## config.mk

```make
export PLATFORM = sky130hd
export DESIGN_NAME = audio_mixer
export DESIGN_NICKNAME = d
export VERILOG_FILES = /design/src/rtl/audio_mixer.sv
export SDC_FILE = /design/constraint.sdc
export NUM_CORES = 1
export LEC_CHECK = 0
export ABC_AREA = 1
export BUFFER_PORTS_ARGS = -buffer_cell sky130_fd_sc_hd__buf_2
export CORE_UTILIZATION = 57
export DETAILED_ROUTE_END_ITERATION = 8
export PLACE_DENSITY = 0.79
export SYNTH_ARGS = -nofsm -noshare
export SYNTH_HDL_FRONTEND = slang
export SYNTH_SLANG_ARGS = --single-unit
```

## constraint.sdc

```tcl
create_clock -name clk -period 7 [get_ports clk]
set_clock_uncertainty 0.05 [all_clocks]
set_input_delay 0 -clock clk [delete_from_list [all_inputs] [get_ports clk]]
set_output_delay 0 -clock clk [all_outputs]
set_load 0.01 [all_outputs]
```

## src/rtl/audio_mixer.sv

```systemverilog
// Four-channel gain/mix engine with saturation and a noise-shaped 4-bit DAC.
// One channel is multiplied per cycle; the product is registered before accumulation.
module audio_mixer (
  input  logic        clk,
  input  logic        rst,
  input  logic        sample_tick,
  input  logic [15:0] wave0,
  input  logic [15:0] wave1,
  input  logic [15:0] wave2,
  input  logic [15:0] wave3,
  input  logic [7:0]  gain0,
  input  logic [7:0]  gain1,
  input  logic [7:0]  gain2,
  input  logic [7:0]  gain3,
  output logic [15:0] mix_out,
  output logic        mix_valid,
  output logic        busy,
  output logic        overrun,
  output logic [3:0]  audio
);

  typedef enum logic [1:0] {
    IDLE,
    ACC,
    SAT
  } state_t;

  state_t state;
  state_t state_nx;

  logic [3:0][15:0]   w_q;
  logic [3:0][7:0]    g_q;
  logic [1:0]         ch;
  logic               last;
  logic signed [19:0] acc;
  logic signed [19:0] term_q;

  logic signed [15:0] w_s;
  logic signed [24:0] prod;
  logic signed [19:0] term;
  logic [15:0]        sat;
  logic               unused_lsb;

  logic [16:0]        acc17;
  logic [11:0]        err12;

  assign busy = (state != IDLE);

  // Signed product of the selected channel, floored by 7 bits (Q1.7 gain).
  assign w_s        = w_q[ch] ^ 16'h8000;
  assign prod       = w_s * $signed({1'b0, g_q[ch]});
  assign term       = {{2{prod[24]}}, prod[24:7]};
  assign unused_lsb = ^prod[6:0];

  // Clamp the accumulator into the signed 16-bit range.
  always_comb begin
    sat = acc[15:0];
    if (acc > 20'sd32767) begin
      sat = 16'h7FFF;
    end else if (acc < -20'sd32768) begin
      sat = 16'h8000;
    end
  end

  // Next-state logic: one add per cycle, one extra cycle drains the product register.
  always_comb begin
    state_nx = state;
    unique case (state)
      IDLE: if (sample_tick) state_nx = ACC;
      ACC:  if (last) state_nx = SAT;
      SAT:  state_nx = IDLE;
      default: state_nx = IDLE;
    endcase
  end

  // State register and mixing datapath.
  always_ff @(posedge clk) begin
    if (rst) begin
      state     <= IDLE;
      w_q       <= '0;
      g_q       <= '0;
      ch        <= 2'd0;
      last      <= 1'b0;
      acc       <= '0;
      term_q    <= '0;
      mix_out   <= 16'h8000;
      mix_valid <= 1'b0;
      overrun   <= 1'b0;
    end else begin
      state     <= state_nx;
      mix_valid <= 1'b0;
      if (sample_tick && state != IDLE) begin
        overrun <= 1'b1;
      end
      unique case (state)
        IDLE: begin
          if (sample_tick) begin
            w_q    <= {wave3, wave2, wave1, wave0};
            g_q    <= {gain3, gain2, gain1, gain0};
            acc    <= '0;
            term_q <= '0;
            ch     <= 2'd0;
            last   <= 1'b0;
          end
        end
        ACC: begin
          acc    <= acc + term_q;
          term_q <= term;
          if (ch == 2'd3) begin
            last <= 1'b1;
          end else begin
            ch <= ch + 2'd1;
          end
        end
        SAT: begin
          mix_out   <= sat ^ 16'h8000;
          mix_valid <= 1'b1;
          ch        <= 2'd0;
          last      <= 1'b0;
        end
        default: ;
      endcase
    end
  end

  assign acc17 = {1'b0, mix_out} + {5'd0, err12};

  // First-order error-feedback quantiser from 16 bits down to 4.
  always_ff @(posedge clk) begin
    if (rst) begin
      err12 <= 12'd0;
      audio <= 4'h8;
    end else begin
      audio <= acc17[16] ? 4'hF : acc17[15:12];
      err12 <= acc17[16] ? 12'hFFF : acc17[11:0];
    end
  end

endmodule

```

==> impl_metrics.ini <==
[run_status]
status = finished, final reports clean

[clocking]
clk_pin_slew_ns = 0.07
cts_hold_buf = 97
cts.sinks = 173
cts_setup_buffers = 0
clk_latency_ns = 0.44
ctsResizeCount = 0
cts_tree = done
root_buffer = clkbuf_16
htreeDepth = 4
cts_buffers = 17
cts_max_path_buffers = 2

[global_route]
grt_util_met1_pct = 37.1
use_met3_pct = 4.28
grt_pass1_vias = 12300
grt_max_degree = 109
grt_pass1_wl_um = 57000
antenna_found_initial = 1
track_usage_pct = 31.6
busiest_layer = met2
grtUsageMet2_pct = 55.2
grt-ovfl-total = 0

[placement]
gp_congestion = 0.978
io_buffers = 121
hpwl_um = 23700

[timing]
fin_crit_ns = 6.37
rsz0062_at_grt = no
tns_ns = 0
fmax_mhz = 157
hold_viol_final = 0
slew-limit-headroom_pct = 29.0
final_max_slew_viol_count = 0
tightest_slew_ns = 1.06
finalCritPeriodShare_pct = 91.0
final-setup-viol-count = 0
hold_ws_ns = 0.123

[pwr]
power_density_nw_per_um2 = 254
max-vdd-ir-drop_uv = 160
p_leak_uw = 0.00716

[synthesis]
synth_area_per_cell_um2 = 7.27
ys_top_cells_by_area = dfxtp_1 27%, fa_1 16%, nor2_1 9.7%
synth_top_area_share_pct = 27.3
syn-num-nets = 2026
ys.flop_type = dfxtp_1
yosysWarnings = 0
synth_area_um2 = 12700
synth-edff-count = 0
synth.most_common_cell = nor2_1
ys_seq_elements = 173
ys_seq_area_share_pct = 27.3
synth_commonest_cells = 327 x nor2_1, 276 x nand2_1, 212 x inv_1
synth.distinct_cells = 45
yosys.area.top_type = dfxtp_1
synthCells = 1746
synth-async-reset-ratio_pct = 0

[die]
chipWidth_um = 151
core_region_area_um2 = 21800
die_h_um = 151
die-area_um2 = 22900
start_util_pct = 58.2
pin_count = 122
num_rows = 54

[routing]
ant_nets = 0
via_count = 12500
vias_per_cell = 5.63
drc = 0
wl_um = 34800
dr.first_iter.drc_count = 854
firstDrtPassIters = 7
wl_per_cell_um = 15.7

[final_layout]
multiInputGateArea_um2 = 8130
area_delta_synth_final_pct = 18.4
drive_above_1_share_pct = 9.94
final_util_pct = 68.9
area.sequential_um2 = 3460
final_nets = 2199
fillers = 1702

[run]
maxCapViolCount = 0

[worst_setup_path]
cp.arrival_ns = 6.68
worstPathMaxFanout = 26
start_kind = flip-flop
worstSetupPathType = flip-flop to flip-flop
worst_ep_required_time_ns = 7.31
r2r_setup_slack_ns = 0.63
end_kind = flip-flop

[hold_path]
hold_class = input pin to flip-flop
==> report_power, final <==
group / switching [uW] / internal, uW
Combinational: 1060 / 626
Clock: 427 / 591
Sequential: 57.5 / 1070
==> critical path, stage by stage (launching register included) <==
cell and delay (ns):
dfxtp_1 0.32, inv_2 0.35, buf_4 0.36, nand2_1 0.10
a32oi_1 0.58, inv_1 0.41, nor2_1 0.33, inv_1 0.12
fa_1 0.55, inv_1 0.05, fa_1 0.46, fa_1 0.55
inv_1 0.05, fa_1 0.52, inv_1 0.04, ha_1 0.36
nand2_1 0.16, nor2_1 0.07, nor2_1 0.16, nor2_1 0.07
a211oi_1 0.23, nand2_1 0.09, nand2_1 0.06, nand3_1 0.07
a21oi_1 0.16
==> cell type report <==
class	count	area share [%]
multi-input combinational	1283	54.1
sequential	173	23.0
timing repair buffer	228	11.0
inverter	216	5.39
clock buffer	19	3.01
tap	280	2.33
clock inverter	12	1.17
antenna	1	0.0166
==> stage by stage <==
stage	area, um2	cells	worst slack, ns	power [uW]
after floorplan	12700	1746	1.75	2390
final	15000	2212	0.631	3820
after detailed placement	13400	2083	0.734	2760
after global routing	15000	2212	0.200	4120
after CTS	15000	2211	0.693	3810
after global placement	13400	2083	0.791	2720
==> sequential cells by signal, summed over array words and instances, names as in the netlist, 4 cells and up <==
name / flops
w_q: 64
audio: 4
term_q: 18
g_q: 32
mix_out: 16
acc: 20
err12: 12
==> path summary, 6_finish.rpt <==
kind	from	endpoint	depth (start not counted)
worst max-delay path	ch[0]$_SDFFE_PP0P_	term_q[16]$_SDFFE_PP0P_	24
worst min-delay path	rst	audio[2]$_SDFF_PP0_	3
worst max register to register	ch[0]$_SDFFE_PP0P_	term_q[16]$_SDFFE_PP0P_	24
worst min register to register	overrun$_SDFFE_PP0P_	overrun$_SDFFE_PP0P_	2
==> routing by layer <==
| layer | routed length (um) | vias to the layer above | share of wire (%) |
|---|---|---|---|
| met5 | 0 | - | 0 |
| met4 | 1650 | 0 | 4.7 |
| met3 | 1840 | 127 | 5.3 |
| met2 | 17100 | 499 | 49 |
| met1 | 14200 | 5860 | 41 |
| li1 | - | 5968 | - |
==> cell usage in the layout, fill, tap and decap left out, drive strengths merged, types with 4 or more instances in the layout <==
master	count
ha	78
a21o	4
o21ai	184
nor3	4
dfxtp	173
nand4	6
inv	222
o21bai	6
o211ai	4
nand2	289
dlygate4sd3	97
o21a	4
nor2	329
nand3	46
nand3b	4
a21oi	160
a32oi	17
xor2	6
o22ai	4
a31oi	7
nor4	7
clkbuf	19
fa	103
xnor2	10
buf	131
==> kinds of logic (layout without fill, tap and decap cells) <==
family                     after synthesis  after routing  synth area share, %
adders and majority gates              181            181                 23.9
buffers and inverters                  290            475                 8.82
other                                    0              1                    0
DFF                                    173            173                 27.3
and+or+nand+nor                        689            689                 22.1
xor gates and xnor gates                16             16                 1.10
AOI/OAI and AO/OA                      397            397                 16.8
(Power assumes the default switching activity.)
